`config.mk`:
```
export PLATFORM = sky130hd
export DESIGN_NAME = rename_allocator
export DESIGN_NICKNAME = d
export VERILOG_FILES = /design/src/rtl/rename_allocator_pkg.sv /design/src/rtl/rename_allocator_free_tag_picker.sv /design/src/rtl/rename_allocator.sv
export SDC_FILE = /design/constraint.sdc
export NUM_CORES = 1
export LEC_CHECK = 0
export ABC_AREA = 1
export CORE_MARGIN = 4
export CORE_UTILIZATION = 59
export DETAILED_ROUTE_END_ITERATION = 6
export GPL_TIMING_DRIVEN = 0
export HOLD_SLACK_MARGIN = 0.03
export PLACE_DENSITY = 0.82
export SLEW_MARGIN = 10
export SYNTH_ARGS = -nofsm -noshare
export SYNTH_HDL_FRONTEND = slang
export SYNTH_SLANG_ARGS = --single-unit
```
`constraint.sdc`:
```
create_clock -name clk -period 21.8 [get_ports clk]
set_input_delay 2.18 -clock clk [delete_from_list [all_inputs] [get_ports clk]]
set_output_delay 2.18 -clock clk [all_outputs]
set_load 0.02 [all_outputs]
```
`src/rtl/rename_allocator_pkg.sv`:
```
// Shared types and default sizing for the rename tag allocator.
// Also holds the width helpers used by the allocator and its picker.
package rename_allocator_pkg;

  localparam int DEF_TAG_COUNT   = 32;
  localparam int DEF_TAG_WIDTH   = 6;
  localparam int DEF_TAG_BASE    = 32;
  localparam int DEF_ALLOC_PORTS = 2;

  typedef logic [DEF_TAG_WIDTH-1:0] rename_tag_t;

  // Width needed to hold a pool index, never less than one bit.
  function automatic int idx_width(int n);
    return (n > 1) ? $clog2(n) : 1;
  endfunction

  function automatic int count_width(int n);
    return $clog2(n + 1);
  endfunction

endpackage

```
`src/rtl/rename_allocator_free_tag_picker.sv`:
```
// Combinational finder for the k-th lowest free entry of the in-use vector.
// Port k always gets the (k+1)-th lowest free index, whichever ports request.
module free_tag_picker
  import rename_allocator_pkg::*;
#(
  parameter int TAG_COUNT   = DEF_TAG_COUNT,
  parameter int ALLOC_PORTS = DEF_ALLOC_PORTS,
  localparam int IDX_W      = idx_width(TAG_COUNT)
) (
  input  logic [TAG_COUNT-1:0] in_use,
  output logic [IDX_W-1:0]     pick [ALLOC_PORTS]
);

  // Walk the pool from the bottom, handing the n-th free index to port n.
  always_comb begin
    int seen;
    seen = 0;
    for (int k = 0; k < ALLOC_PORTS; k++) begin
      pick[k] = '0;
    end
    for (int i = 0; i < TAG_COUNT; i++) begin
      if (!in_use[i]) begin
        for (int k = 0; k < ALLOC_PORTS; k++) begin
          if (seen == k) begin
            pick[k] = IDX_W'(i);
          end
        end
        seen = seen + 1;
      end
    end
  end

endmodule

```
`src/rtl/rename_allocator.sv`:
```
// Rename tag pool: offers pre-selected free tags every cycle, grants them all-or-nothing,
// takes tags back from commit, recovers on flush and flags releases of idle tags.
module rename_allocator
  import rename_allocator_pkg::*;
#(
  parameter int TAG_COUNT   = DEF_TAG_COUNT,
  parameter int TAG_WIDTH   = DEF_TAG_WIDTH,
  parameter int TAG_BASE    = DEF_TAG_BASE,
  parameter int ALLOC_PORTS = DEF_ALLOC_PORTS,
  localparam int CNT_W      = count_width(TAG_COUNT)
) (
  input  logic                   clk,
  input  logic                   reset,
  input  logic                   flush,
  input  logic [ALLOC_PORTS-1:0] rename,
  output logic [TAG_WIDTH-1:0]   tag [ALLOC_PORTS],
  output logic                   ready,
  input  logic [TAG_COUNT-1:0]   free,
  output logic [CNT_W-1:0]       free_count,
  output logic                   err_double_free
);

  localparam int IDX_W = idx_width(TAG_COUNT);
  localparam int EXT_W = CNT_W + 1;

  logic [TAG_COUNT-1:0] in_use;
  logic [TAG_COUNT-1:0] grant_mask;
  logic [TAG_COUNT-1:0] release_mask;
  logic [IDX_W-1:0]     pick [ALLOC_PORTS];
  logic [EXT_W-1:0]     grant_cnt;
  logic [EXT_W-1:0]     release_cnt;
  logic                 double_free;

  free_tag_picker #(
    .TAG_COUNT   (TAG_COUNT),
    .ALLOC_PORTS (ALLOC_PORTS)
  ) u_picker (
    .in_use (in_use),
    .pick   (pick)
  );

  // Whole dispatch group or nothing; flush blocks the group so the pool can rebuild.
  assign ready = (free_count >= CNT_W'(ALLOC_PORTS)) && !flush;

  always_comb begin
    for (int k = 0; k < ALLOC_PORTS; k++) begin
      tag[k] = TAG_WIDTH'(TAG_BASE + int'(pick[k]));
    end
  end

  always_comb begin
    grant_mask = '0;
    grant_cnt  = '0;
    for (int k = 0; k < ALLOC_PORTS; k++) begin
      if (rename[k] && ready) begin
        grant_mask[pick[k]] = 1'b1;
        grant_cnt           = grant_cnt + EXT_W'(1);
      end
    end
  end

  // Only tags actually held count as returns; the rest are reported, not applied.
  assign release_mask = free & in_use;
  assign double_free  = |(free & ~in_use);

  always_comb begin
    release_cnt = '0;
    for (int i = 0; i < TAG_COUNT; i++) begin
      release_cnt = release_cnt + EXT_W'(release_mask[i]);
    end
  end

  always_ff @(posedge clk) begin
    if (reset || flush) begin
      in_use          <= '0;
      free_count      <= CNT_W'(TAG_COUNT);
      err_double_free <= 1'b0;
    end else begin
      in_use          <= (in_use & ~release_mask) | grant_mask;
      free_count      <= CNT_W'(EXT_W'(free_count) + release_cnt - grant_cnt);
      err_double_free <= double_free;
    end
  end

endmodule

```
-- After elaboration in Yosys (flattened, before gate mapping)
Cells that the tools add are included.
- latch bits: 0
- input bits: 37
- memory bits (writable): 0
- bits in read-only memories: 0
- output and inout bits: 20
- memories: 0
- register bits: 39
- logic and storage cells: 283
- reductions and logical operators: 39
- shift operators: 0
- bitwise logic cells: 7
- $add $sub $neg: 66
- multiply operators: 0
- equal/unequal tests: 31
- div/mod/pow operators: 0
- magnitude comparators: 5
- mux-type cells: 132
- operators with widths (kind ; number):
    two-way mux 32 bit ; 32
    logical NOT 32 bit ; 31
    == test 32 x 2 -> 1 bit, second input constant ; 30
    adder 32 x 2 -> 32 bit, second input constant ; 29
    two-way mux 10 bit ; 31
    two-way mux 5 bit ; 60
    adder 6 x 1 -> 6 bit ; 26
    AND 32 bit ; 3
    NOT 32 bit ; 2
    OR 32 bit ; 2
    OR reduction 32 bit ; 1
    adder 6 x 5 -> 6 bit, first input constant ; 2
    less-than comparator 5 x 6 -> 1 bit, second input constant ; 2
    demux 1 bit (select 5 bit) ; 2
    greater-or-equal comparator 5 x 1 -> 1 bit, second input constant ; 2
    adder 5 x 1 -> 6 bit ; 1
    adder 6 bit ; 1
    greater-or-equal comparator 6 x 2 -> 1 bit, second input constant ; 1
    two-way mux 1 bit ; 6
    two-way mux 6 bit ; 1
    subtractor 6 bit ; 1
    adder 4 x 1 -> 5 bit ; 1
    logical AND 1 bit ; 5
    adder 1 x 1 -> 2 bit, second input constant ; 2
    other kinds (6) ; 6

-- Longest topological paths before layout
- word-level depth: 72
- mapped depth: 112
- mapped depth without buffers: 111

-- Cells and area by module
Synthesis repeated with hierarchy kept, for this count alone.
- cell total of the unflattened synthesis: 2105
- area total of the unflattened synthesis: 12319.3 um2
- by module, submodules not included (module ; area each (um2) ; cells an instance ; times used):
    free_tag_picker ; 8618.3 ; 1522 ; 1
    rename_allocator ; 3701.0 ; 583 ; 1

-- Worst setup path after synthesis
OpenSTA, ideal clock, no wires.
- path type: flip-flop to output port
- start: register in_use[0]
- end: output tag[3] (netlist name)
- cell stages (with the launch flop): 104
- slack: 4658 ps
- arrival: 14962 ps
- path through: dfxtp_1 inv_1 ha_1 inv_2 nand2_4 nand2_2 inv_1 ha_1 nand2_1 nand2_1 inv_1 ha_1 or2_2 nand2_1 inv_1 ha_1 or2_2 nand2_1 [... 68 more ...] o21ai_1 inv_1 ha_1 o21ai_1 inv_1 ha_1 o21ai_0 inv_1 ha_1 nand2_1 nor2_1 nand2_1 nor2_1 o21ai_0 nor2_4 nand4_4 buf_6 nand3_1
- RTL lines (item ; RTL line ; text):
    from (decl) ; rename_allocator.sv:26 ; logic [TAG_COUNT-1:0] in_use;
    from (signal assigned) ; rename_allocator.sv:79 ; in_use <= (in_use & ~release_mask) | grant_mask;
    to (decl) ; rename_allocator.sv:16 ; output logic [TAG_WIDTH-1:0] tag [ALLOC_PORTS],

==> results.md <==
* Clock tree from TritonCTS: yes
* Total wirelength of the detailed-routed design at 31200 microns
* Hold Crit Class: flip-flop to flip-flop
* Combined flip-flop and latch cell area at 781 sq um
* Overflow left after global routing at 0
* Final number of setup-violating endpoints at 0
* Syn Area/Cell at 5.93 sq um
* Post-layout min period at 19.78 ns
* Total via count after detailed routing at 12.8k
* Most common cell in the synthesized netlist: sky130_fd_sc_hd__nand2_1
* Final Slew Violations at 0
* Maximum cell stage delay along the critical path at 0.67 ns
* Wire length of the first global-routing pass at 52900 microns
* Fraction of layout cells with a size suffix above 1 at 16.9%
* Run status: finished clean
* Dominant cells by area after synthesis: sky130_fd_sc_hd__nand2_1, sky130_fd_sc_hd__ha_1, sky130_fd_sc_hd__nand3_1
* Core Region at 20200 sq um
* Post-synth cell types at 61
* Element type at the critical path start: flip-flop
* Area enclosed by the die boundary at 22900 sq um
* GRT Total Usage at 27.5%
* Footprint of the multi-input gates at 9810 sq um
* Number of enable flip-flop cells after synthesis at 0
* Largest net degree at the start of global routing at 13
* Skew final at 0.00449 ns
* Fraction of post-synthesis cell area in the top cell type by area at 16.0%
* Root Buffer Master: sky130_fd_sc_hd__clkbuf_16
* Horizontal die dimension at 151 microns
* Period utilization at 90.7%
* Most common cell on crit path: sky130_fd_sc_hd__nand2_1
* Number of search-and-repair iterations in the first detailed-routing pass at 5
* Cell area after synthesis at 12100 sq um
* Crit path arrival time at 17.60 ns
* Critical Path Slowest Stage Cell: sky130_fd_sc_hd__clkdlybuf4s50_1
* Worst-path fanout max at 10
* Area of all placed cells without fillers at 13200 sq um
* Post-DR vias/cell at 5.38
* Number of flip-flops and latches in the synthesized netlist at 39
* Initial standard-cell utilization of the core at 60.0%
* Largest area contributor in the netlist: sky130_fd_sc_hd__nand2_1
* Startpoint-to-endpoint class of the critical path: flip-flop to output port
* Count of buffers from port buffering at 54
* Relative slew slack at 37.1%
* Endpoints failing hold at 0
* Placer's final routability congestion estimate at 0.947
* Post-DR wirelength/cell at 13.1 microns
* TritonCTS Sinks at 39
* Placed wire-length estimate at 26900 microns
* Setup repair after global routing missed its margin: false
* Warning count from the yosys run at 0
* Hold slack final at 0.570 ns
* Ranking of synthesized cells by instance count: sky130_fd_sc_hd__nand2_1, sky130_fd_sc_hd__inv_1, sky130_fd_sc_hd__nand3_1, sky130_fd_sc_hd__nor2_1, sky130_fd_sc_hd__ha_1
* Net count of the finished layout at 2287
* Deepest clock path buffer count at 2
* Number of buffers inserted by hold repair at cts at 0
* Inserted Diodes at 0
* Slew at the pin closest to its max-slew limit at 0.920 ns
* Filler instances at 1865
* Number of antenna-violating nets in the routed design at 0
* CTS clk-pin slew, worst paths at 0.06 ns
* Achievable Freq at 50.6 MHz
* Number of antenna violations at the first check in global routing at 0
* TritonCTS Buffers at 5
* Post-Route Setup TNS at 0 ns
* Ports placed on the boundary at 57
* Instance area after placement at 13000 sq um
* Max-cap viol count at 0
* Critical path required time at 19.62 ns
* Setup Fix Bufs, Post-CTS at 0
* Via count of the first global-routing pass at 11.9k
* H-tree levels at 2
* Resized cells post-CTS at 0
* Iter 0 DRT Violations at 859
* Worst-skew pair later-pin latency at 0.29 ns
* Number of standard cells after synthesis at 2047
* DRC violation count after routing at 0
* Final Non-Filler Cells at 2380
* Area growth from synthesis to final layout at 8.59%
* Die Y-Extent at 151 microns
* Share of synthesized registers carrying an async set or reset at 0%
* Dominant register cell in the synthesized netlist: sky130_fd_sc_hd__dfxtp_1
* FP Rows at 52
* Placed instance count at 2372
* Sequential area share after synthesis at 6.43%
* Capturing element type of the critical path: output port
==> final timing paths <==
kind	from	slack (ns)	depth (start not counted)	end
setup / recovery	in_use[0]	2.02	106	tag[8]
hold / removal	in_use[31]	0.57	2	in_use[31]
setup reg to reg	in_use[0]	4.47	107	in_use[30]
hold reg to reg	in_use[31]	0.57	2	in_use[31]
==> cell usage in the layout (no fill, tap or decap), drive strengths merged, types with 2 or more instances in the layout <==
cell           instances
nand2                654
inv                  369
nand3                342
nor2                 248
ha                   114
clkdlybuf4s50         54
o21ai                 41
nand4                 40
dfxtp                 39
a21oi                 31
fa                    27
nand3b                20
or2                   19
buf                   14
o22ai                  9
clkbuf                 9
nor3                   8
xor2                   8
clkinv                 7
nor4                   7
and3                   5
xnor2                  5
a31oi                  5
a221oi                 5
o31ai                  3
a21boi                 2
o21a                   2
nand2b                 2
a2111oi                2
o2111ai                2
o21bai                 2
conb                   2
o211ai                 2
==> kinds of logic after synthesis <==
family / Yosys count / share of synthesized area, %
xor gates and xnor gates: 13 / 0.938
and+or+nand+nor: 1349 / 58.2
DFF: 39 / 6.43
other: 1 / 0.0309
buffers and inverters: 393 / 12.7
AOI/OAI and AO/OA: 111 / 5.49
adders and majority gates: 141 / 16.2
==> metal layers <==
metal  wire length, microns  track usage [%]
met3                   1890             2.36
met2                  13900             46.0
met4                    765             6.53
met1                  14600             38.3
met5                      0                0
==> critical path, delay by kind of cell, from the launching register on <==
kind                       cells  cell delay [ns]
adders and majority gates     29             8.26
DFF                            1             0.44
buffers and inverters         13             1.73
AOI/OAI and AO/OA              4             0.92
and+or+nand+nor               60             5.94
==> registers in the layout, indices dropped and copies added, names as in the netlist <==
| name | count |
|---|---|
| free_count | 6 |
| err_double_free | 1 |
| in_use | 32 |
==> area by class of cell <==
class,count,area share [%]
Multi-Input combinational cell,1616,74.5
Tap cell,270,2.56
Sequential cell,39,5.93
Clock inverter,1,0.0570
Buffer,17,0.988
Timing Repair Buffer,54,4.10
Inverter,376,10.8
Clock buffer,7,1.16
==> through the flow <==
| step | util (%) | setup WS [ns] |
|---|---|---|
| after floorplan | - | 4.66 |
| after global placement | 64.3 | 2.75 |
| after detailed placement | 64.3 | 2.41 |
| after CTS | 65.1 | 2.05 |
| after global routing | 65.1 | 0.512 |
| final | 65.1 | 2.02 |
Power is left out: the tool's default activity adds up to more than one toggle a clock period on the data nets, which glitch-free logic cannot reach.
